### src/rtl/ram_arb_pkg.sv
// Shared types and constants for the two-master RAM arbiter.
// State encoding is fixed so the FSM value is stable across tools and probes.
package ram_arb_pkg;

  typedef enum logic [1:0] {
    StIdle = 2'd0,
    StOwn0 = 2'd1,
    StOwn1 = 2'd2
  } arb_state_e;

  localparam logic M0 = 1'b0;
  localparam logic M1 = 1'b1;

  function automatic arb_state_e own_state(input logic mst);
    return (mst == M1) ? StOwn1 : StOwn0;
  endfunction

endpackage

### src/rtl/ram_arb_pick.sv
// Combinational two-way round-robin picker with an optional owner override.
// A requesting owner always wins; otherwise a tie goes to the master that was not granted last.
module ram_arb_pick
  import ram_arb_pkg::*;
(
  input  logic [1:0] req_i,
  input  logic       last_gnt_i,
  input  logic       owner_valid_i,
  input  logic       owner_i,
  output logic [1:0] gnt_o
);

  always_comb begin
    gnt_o = 2'b00;
    if (owner_valid_i && req_i[owner_i]) begin
      gnt_o[owner_i] = 1'b1;
    end else begin
      unique case (req_i)
        2'b01:   gnt_o = 2'b01;
        2'b10:   gnt_o = 2'b10;
        2'b11:   gnt_o = (last_gnt_i == M0) ? 2'b10 : 2'b01;
        default: gnt_o = 2'b00;
      endcase
    end
  end

endmodule

### src/rtl/ram_arbiter.sv
// Shares one sync-read RAM between the CPU datapath (m0) and the loader/DMA port (m1).
// Round-robin arbitration with a bounded lock; read data returns one cycle after the grant.
module ram_arbiter
  import ram_arb_pkg::*;
#(
  parameter int unsigned DW       = 16,
  parameter int unsigned AW       = 16,
  parameter int unsigned MAX_LOCK = 8
) (
  input  logic          clk,
  input  logic          rst_n,

  input  logic          m0_req,
  input  logic          m0_lock,
  input  logic          m0_we,
  input  logic [AW-1:0] m0_addr,
  input  logic [DW-1:0] m0_wdata,
  output logic          m0_gnt,
  output logic          m0_rvalid,
  output logic [DW-1:0] m0_rdata,

  input  logic          m1_req,
  input  logic          m1_lock,
  input  logic          m1_we,
  input  logic [AW-1:0] m1_addr,
  input  logic [DW-1:0] m1_wdata,
  output logic          m1_gnt,
  output logic          m1_rvalid,
  output logic [DW-1:0] m1_rdata,

  output logic [AW-1:0] ram_raddr,
  output logic [AW-1:0] ram_waddr,
  output logic [DW-1:0] ram_din,
  output logic          ram_we,
  input  logic [DW-1:0] ram_dout
);

  localparam int unsigned      CntW   = $clog2(MAX_LOCK + 1);
  localparam logic [CntW-1:0]  MaxCnt = CntW'(MAX_LOCK);

  arb_state_e      state_q, state_d;
  logic            last_gnt_q, last_gnt_d;
  logic [CntW-1:0] lock_cnt_q, lock_cnt_d;
  logic [1:0]      rvalid_q, rvalid_d;

  logic [1:0]      pick_gnt;
  logic [1:0]      gnt;
  logic            gnt_idx;
  logic            gnt_lock;
  logic            other_req;
  logic [CntW-1:0] cnt_base;
  logic [CntW-1:0] cnt_inc;

  ram_arb_pick u_pick (
    .req_i         ({m1_req, m0_req}),
    .last_gnt_i    (last_gnt_q),
    .owner_valid_i (state_q != StIdle),
    .owner_i       (state_q == StOwn1),
    .gnt_o         (pick_gnt)
  );

  // No access may be accepted while reset is asserted, even combinationally.
  assign gnt    = rst_n ? pick_gnt : 2'b00;
  assign m0_gnt = gnt[0];
  assign m1_gnt = gnt[1];

  always_comb begin
    gnt_idx   = gnt[1];
    gnt_lock  = gnt_idx ? m1_lock : m0_lock;
    other_req = gnt_idx ? m0_req : m1_req;
    // A grant to a master that is not the current owner starts a fresh count.
    cnt_base  = (state_q == own_state(gnt_idx)) ? lock_cnt_q : '0;
    cnt_inc   = (cnt_base >= MaxCnt) ? MaxCnt : cnt_base + 1'b1;

    state_d    = StIdle;
    lock_cnt_d = '0;
    last_gnt_d = last_gnt_q;
    rvalid_d   = {gnt[1] & ~m1_we, gnt[0] & ~m0_we};

    if (gnt != 2'b00) begin
      last_gnt_d = gnt_idx;
      if (gnt_lock) begin
        if (!other_req) begin
          state_d = own_state(gnt_idx);
        end else if (cnt_inc < MaxCnt) begin
          state_d    = own_state(gnt_idx);
          lock_cnt_d = cnt_inc;
        end
        // Otherwise the limit is hit: this grant stands, ownership is released.
      end
    end
  end

  always_comb begin
    if (gnt[1]) begin
      ram_raddr = m1_addr;
      ram_waddr = m1_addr;
      ram_din   = m1_wdata;
      ram_we    = m1_we;
    end else begin
      ram_raddr = m0_addr;
      ram_waddr = m0_addr;
      ram_din   = m0_wdata;
      ram_we    = gnt[0] & m0_we;
    end
  end

  assign m0_rvalid = rvalid_q[0];
  assign m1_rvalid = rvalid_q[1];
  assign m0_rdata  = ram_dout;
  assign m1_rdata  = ram_dout;

  always_ff @(posedge clk or negedge rst_n) begin
    if (!rst_n) begin
      state_q    <= StIdle;
      last_gnt_q <= M1;
      lock_cnt_q <= '0;
      rvalid_q   <= 2'b00;
    end else begin
      state_q    <= state_d;
      last_gnt_q <= last_gnt_d;
      lock_cnt_q <= lock_cnt_d;
      rvalid_q   <= rvalid_d;
    end
  end

  a_gnt_onehot : assert property (@(posedge clk) disable iff (!rst_n) $onehot0(gnt));
  a_we_needs_gnt : assert property (@(posedge clk) disable iff (!rst_n) ram_we |-> (gnt != 2'b00));
  a_cnt_bound : assert property (@(posedge clk) disable iff (!rst_n) lock_cnt_q < MaxCnt);

endmodule

### config.mk
export PLATFORM = sky130hd
export DESIGN_NAME = ram_arbiter
export DESIGN_NICKNAME = d
export VERILOG_FILES = /design/src/rtl/ram_arb_pkg.sv /design/src/rtl/ram_arb_pick.sv /design/src/rtl/ram_arbiter.sv
export SDC_FILE = /design/constraint.sdc
export NUM_CORES = 1
export LEC_CHECK = 0
export BUFFER_PORTS_ARGS = -buffer_cell sky130_fd_sc_hd__buf_4
export CAP_MARGIN = 20
export CORE_AREA = 3 3 67 69
export DETAILED_ROUTE_END_ITERATION = 16
export DIE_AREA = 0 0 70 72
export GPL_ROUTABILITY_DRIVEN = 0
export HOLD_SLACK_MARGIN = 0.02
export PLACE_DENSITY = 0.8
export SYNTH_ARGS = -nofsm -noshare
export SYNTH_HDL_FRONTEND = slang
export SYNTH_HIERARCHICAL = 1
export SYNTH_SLANG_ARGS = --single-unit
### constraint.sdc
create_clock -name clk -period 3.98 [get_ports clk]
set_input_delay 0.398 -clock clk [delete_from_list [all_inputs] [get_ports clk]]
set_output_delay 0.398 -clock clk [all_outputs]
set_load 0.01 [all_outputs]
# --- Word level (Yosys, flattened, before mapping) ---
# Index checks and enable logic that the tools add are counted.
totals:
  ff_bits: 9
  input_bits: 88
  out_inout_bits: 85
  wordCells: 47
op_classes:
  n_addsub: 1
  order_cmp: 4
  n_eq_ne: 5
  n_mux: 24
  bitwise: 5
  reduce_logical: 4
op_table:
  columns: ["operator", "n"]
  rows:
  - ["$mux 16", 2]
  - ["$mux 4", 6]
  - ["$mux 2", 8]
  - ["$eq 2x2->1 const B", 3]
  - ["$mux 1", 6]
  - ["$pmux 2 s3", 1]
  - ["$add 4x1->4 const B", 1]
  - ["$ge 4x4->1 const B", 1]
  - ["$lt 4x4->1 const B", 1]
  - ["$reduce_bool 2->1", 2]
  - ["$and 1x1->1", 3]
  - ["$eq 2x1->1 const B", 1]
  - ["$eq 2x2->1", 1]
  - ["$logic_and 1x1->1", 2]
  - ["$lt 1x2->1 const B", 1]
  - ["$not 1->1", 2]
  - ["$demux 1 s1", 1]
  - ["$ge 1x1->1 const B", 1]

# --- Longest topological paths before layout ---
depth:
  depth_word: 17
  mapped_depth: 11
  depth_no_buf: 11

# --- Cells and area by module ---
# The synthesis kept the hierarchy.
modules_own_cells:
  columns: ["mod", "instances", "cells_each", "area_each_um2", "seq_area_each_um2"]
  rows:
  - ["ram_arbiter", 1, 196, 1172.4, 201.4]
  - ["ram_arb_pick", 1, 5, 30.0, 0.0]

# --- Least setup slack after synthesis ---
# Ideal clock, no wire load.
synth_timing:
  path_type: "reg-to-output"
  startpoint: "reg state_q[0]"
  endpoint: "out ram_waddr[0]"
  t_arrival_ns: 1.814
  required_time_ns: 3.582
  setup_slack_ns: 1.768
  stages_incl_launch_ff: 10
  path_buffers: 2
  cell_sequence: "dfrtp_1 or2_2 mux2i_1 o21a_1 nand2_4 clkinv_1 buf_2 nand2_1 nand2_1 buf_4"
synth_between:
  elab_chain_cells: 8
  elab_cells_between_ends: 13
  cone_classes: "2 x order compare; 1 x eq/ne; 7 x mux; 3 x reduce/logical"
synth_lines:
  columns: ["element", "line", "text"]
  rows:
  - ["start: declaration", "ram_arbiter.sv:41", "arb_state_e state_q, state_d;"]
  - ["start signal: assignment", "ram_arbiter.sv:115", "state_q <= StIdle;"]
  - ["start signal: assignment", "ram_arbiter.sv:120", "state_q <= state_d;"]
  - ["$eq 2x2->1", "ram_arbiter.sv:58", ".owner_i (state_q == StOwn1),"]
  - ["$lt 1x2->1 (not written as such) / $ge 1x1->1 (equally long branches)", "ram_arb_pick.sv:16", "gnt_o[owner_i] = 1'b1;"]
  - ["$logic_and 1x1->1 (not written as such)", "ram_arb_pick.sv:16", null]
  - ["$mux 1 (not written as such)", "ram_arb_pick.sv:16", null]
  - ["$demux 1 s1", null, null]
  - ["$mux 2 *", "ram_arb_pick.sv:15", "if (owner_valid_i && req_i[owner_i]) begin"]
  - ["named net pick_gnt[1]", "ram_arbiter.sv:46", "logic [1:0] pick_gnt;"]
  - ["$mux 2 *", "ram_arbiter.sv:63", "assign gnt = rst_n ? pick_gnt : 2'b00;"]
  - ["named net m1_gnt", "ram_arbiter.sv:27", "output logic m1_gnt,"]
  - ["$mux 16 *", null, null]
  - ["end: declaration", "ram_arbiter.sv:32", "output logic [AW-1:0] ram_waddr,"]
# Mark *: on every way through the listed nets, which the timed path passes. The rest lies on a longest branch. The select of a mux whose other input is x is not followed.

# --- Worst setup path after layout ---
layout_timing:
  startpoint: "reg state_q[0]"
  endpoint: "out ram_raddr[5]"
layout_between:
  elab_chain_cells: 8
  elab_cells_between_ends: 13
  cone_classes: "2 x order compare; 1 x eq/ne; 7 x mux; 3 x reduce/logical"
layout_lines:
  columns: ["element", "line", "text"]
  rows:
  - ["$eq 2x2->1", "ram_arbiter.sv:58", null]
  - ["$lt 1x2->1 (not written as such) / $ge 1x1->1 (equally long branches)", "ram_arb_pick.sv:16", null]
  - ["$logic_and 1x1->1 (not written as such)", "ram_arb_pick.sv:16", null]
  - ["$mux 1 (not written as such)", "ram_arb_pick.sv:16", null]
  - ["$demux 1 s1", null, null]
  - ["$mux 2 *", "ram_arb_pick.sv:15", null]
  - ["named net pick_gnt[1]", "ram_arbiter.sv:46", null]
  - ["$mux 2 *", "ram_arbiter.sv:63", null]
  - ["$mux 16 *", "ram_arbiter.sv:95", "if (gnt[1]) begin"]
  - ["end: declaration", "ram_arbiter.sv:31", "output logic [AW-1:0] ram_raddr,"]
# Marked as above.

==> impl_results.md <==
- Number of vias in the routed layout: 1362
- Worst skew pair latency: 230 ps
- GRT Overall Usage: 0.146
- Fin. Hold Viols: 0
- Die width: approximately 70 um
- Hold path start: m0_we
- Initial Util: 0.303
- Sequential share of the synthesized area: 0.168
- Worst Skew: between 8 and 9 ps
- Vias/cell: 4.17
- Slowest CP cell: dfrtp_1
- Unrepaired setup endpoints after global routing: no
- ANT nets after route: 0
- Final WL: 3890 um
- Filler cells: 400
- Syn nets: roughly 290
- Max Root-Sink Buffers: 2
- Crit Reg-Reg Startpoint: state_q[0]$_DFF_PN0_
- Clock-pin slew on the worst setup and hold paths: roughly 40 ps
- EDFF count, synth: 0
- Root Buffer: clkbuf_8
- Most frequent cell after synthesis: nand2_1
- Pin count of the biggest net entering global routing: 38
- Yosys cell types: 25
- Leakage: 0.00115 uW
- Area grow syn2layout: 55.7%
- CTS Sinks: 8
- Num CTS Buffers: 3
- WL per Instance: around 12 um
- TritonCTS clock tree: built
- Synth top area cells: nand2_1 32%, buf_4 30%, dfrtp_1 15%, dfstp_2 2.2%, ha_1 2.1%
- Peak supply drop: approximately 84 uV
- Reg2reg end: state_q[0]$_DFF_PN0_
- CP endpoint kind: primary output
- Synth area leader: nand2_1
- Slew Viols, Final: 0
- Cts repair resizes: 0
- Gate Count Post-Synth: 201
- Minimum hold slack: 336 ps
- Yosys warns: 6
- Arrival time at the worst endpoint: 2630 ps
- Maximum Capacitance Violations: 0
- Initial drt markers: 41
- Die Footprint: 5040 sq um
- DRC viols: 0
- Worst Setup Start Kind: register
- Final layout net count: 368
- Max Clk Rate: 330 MHz
- Slowest cell delay on critical path: 370 ps
- Top cells by count, synth: 102 x nand2_1, 48 x buf_4, 7 x dfrtp_1
- Setup repair bufs after CTS: 0
- Number of global-route vias before repair: ~1400
- WHS Endpoint: rvalid_q[0]$_DFF_PN0_
- Crit path buf inv count: 3
- Main synth FF type: dfrtp_1
- Die Ht: about 72 um
- Hold Crit Depth: 2
- Port buffer count: 124
- Maximum fanout count along the critical path: 37
- Final TNS setup: 0 ps
- Avg Cell Area, Syn: 5.98 sq um
- TritonRoute pass-1 iters: 4
- Pwr dens: 224 nW/um^2
- Period utilization: 0.761
- Mapped cell area: around 1200 sq um
- R2r setup slk: 1400 ps
- First-pass GRT wire length: 6210 um
- ANT cells: 0
- Initial antenna violation count: 0
- Crit path kind: register to primary output
- Synth Register Bits: 8
- R2R depth: 10
- FFs w/ async S/R, synth: 1.00
- IO Count: 173
- Hold Crit Class: primary input to register
- H-tree levels: 1
- Rows: 23
- Overflow left after global routing: 0
- Layout cells sized above 1: 0.487
- Core area: 3970 sq um
- Top cell type's share of synthesized area: 0.318
- Delay-heaviest family, CP: buffers and inverters
- CP Data Required Time: between 3000 and 4000 ps
- Hold-fix buffers at CTS: 1
- Final setup fails: 0
- Detail Placement HPWL: 3270 um
- Status: finished clean
- Crit path time final: 3030 ps
- Critical path cell sequence: or2_2 > mux2i_1 > o21a_1 > nand2_4 > clkinv_1 > buf_4 > nand2_1 > nand2_1 > buf_4
[worst max path at each step]
stage / from / cells past startpoint / endpoint / slack, ps
after global placement: state_q[0]$_DFF_PN0_ / 9 / ram_waddr[5] / 1220
after global routing: state_q[0]$_DFF_PN0_ / 8 / ram_we / 670
final: state_q[0]$_DFF_PN0_ / 9 / ram_raddr[5] / 950
after CTS: state_q[0]$_DFF_PN0_ / 9 / ram_raddr[5] / 900
after floorplan: state_q[0]$_DFF_PN0_ / 9 / ram_waddr[0] / 1770
after detailed placement: state_q[0]$_DFF_PN0_ / 9 / ram_raddr[5] / 1150
[state kept, by name (all words and copies together) (netlist names)]
name	flops
lock_cnt_q	3
state_q	2
rvalid_q	2
last_gnt_q	1
[layout make-up]
class / instances / area (sq um) / area share
clock buffers: 4 / 45.0 / 0.0241
flip-flops and latches: 8 / 201 / 0.108
well taps: 50 / 62.6 / 0.0334
multi-input cells: 132 / 588 / 0.314
inverters: 7 / 26.3 / 0.0140
repair buffers: 126 / 948 / 0.507
[report_power, final]
part	switching (uW)	internal [uW]	total, uW
Combinational	105	125	230
Clock	30.6	69.3	99.9
Sequential	2.13	87.2	89.3
[layer usage]
metal / global-route usage / wire length, um
met5: 0 / 0
met4: 0.0787 / 131
met3: 0.0332 / 313
met2: 0.257 / 2060
met1: 0.163 / 1390
[through the flow]
stage | std cells | total power [uW] | instance area [sq um] | util | setup WS (ps)
3_3_place_gp | 322 | 319 | 1820 | 0.457 | 1220
2_1_floorplan | 201 | 232 | 1200 | - | 1770
6_report | 327 | 419 | 1870 | 0.471 | 952
3_5_place_dp | 322 | 322 | 1820 | 0.457 | 1150
5_1_grt | 327 | 450 | 1870 | 0.471 | 675
4_1_cts | 327 | 425 | 1870 | 0.471 | 904
[kinds of logic (layout without fill, tap and decap cells)]
| logic type | count (synthesis) | after routing | synth area share |
|---|---|---|---|
| AO/OA/AOI/OAI | 6 | 6 | 0.0271 |
| adder cells (fa/ha/maj) | 2 | 2 | 0.0208 |
| AND/OR/NAND/NOR | 120 | 120 | 0.409 |
| multiplexers | 3 | 3 | 0.0291 |
| buffers and inverters | 61 | 137 | 0.343 |
| flip-flops | 8 | 8 | 0.168 |
| other | 1 | 1 | 0.00312 |
[placed cells by master (no fill, tap or decap), types with 2 or more instances in the layout]
| master | instances |
|---|---|
| and2_4 | 2 |
| buf_4 | 125 |
| clkbuf_8 | 3 |
| dfrtp_1 | 7 |
| ha_1 | 2 |
| inv_1 | 6 |
| mux2i_1 | 2 |
| nand2_1 | 102 |
| nand3_1 | 4 |
| nor2_1 | 4 |
| nor2b_1 | 2 |
| o21ai_0 | 4 |
No activity file was read; power rests on OpenSTA's default activity.
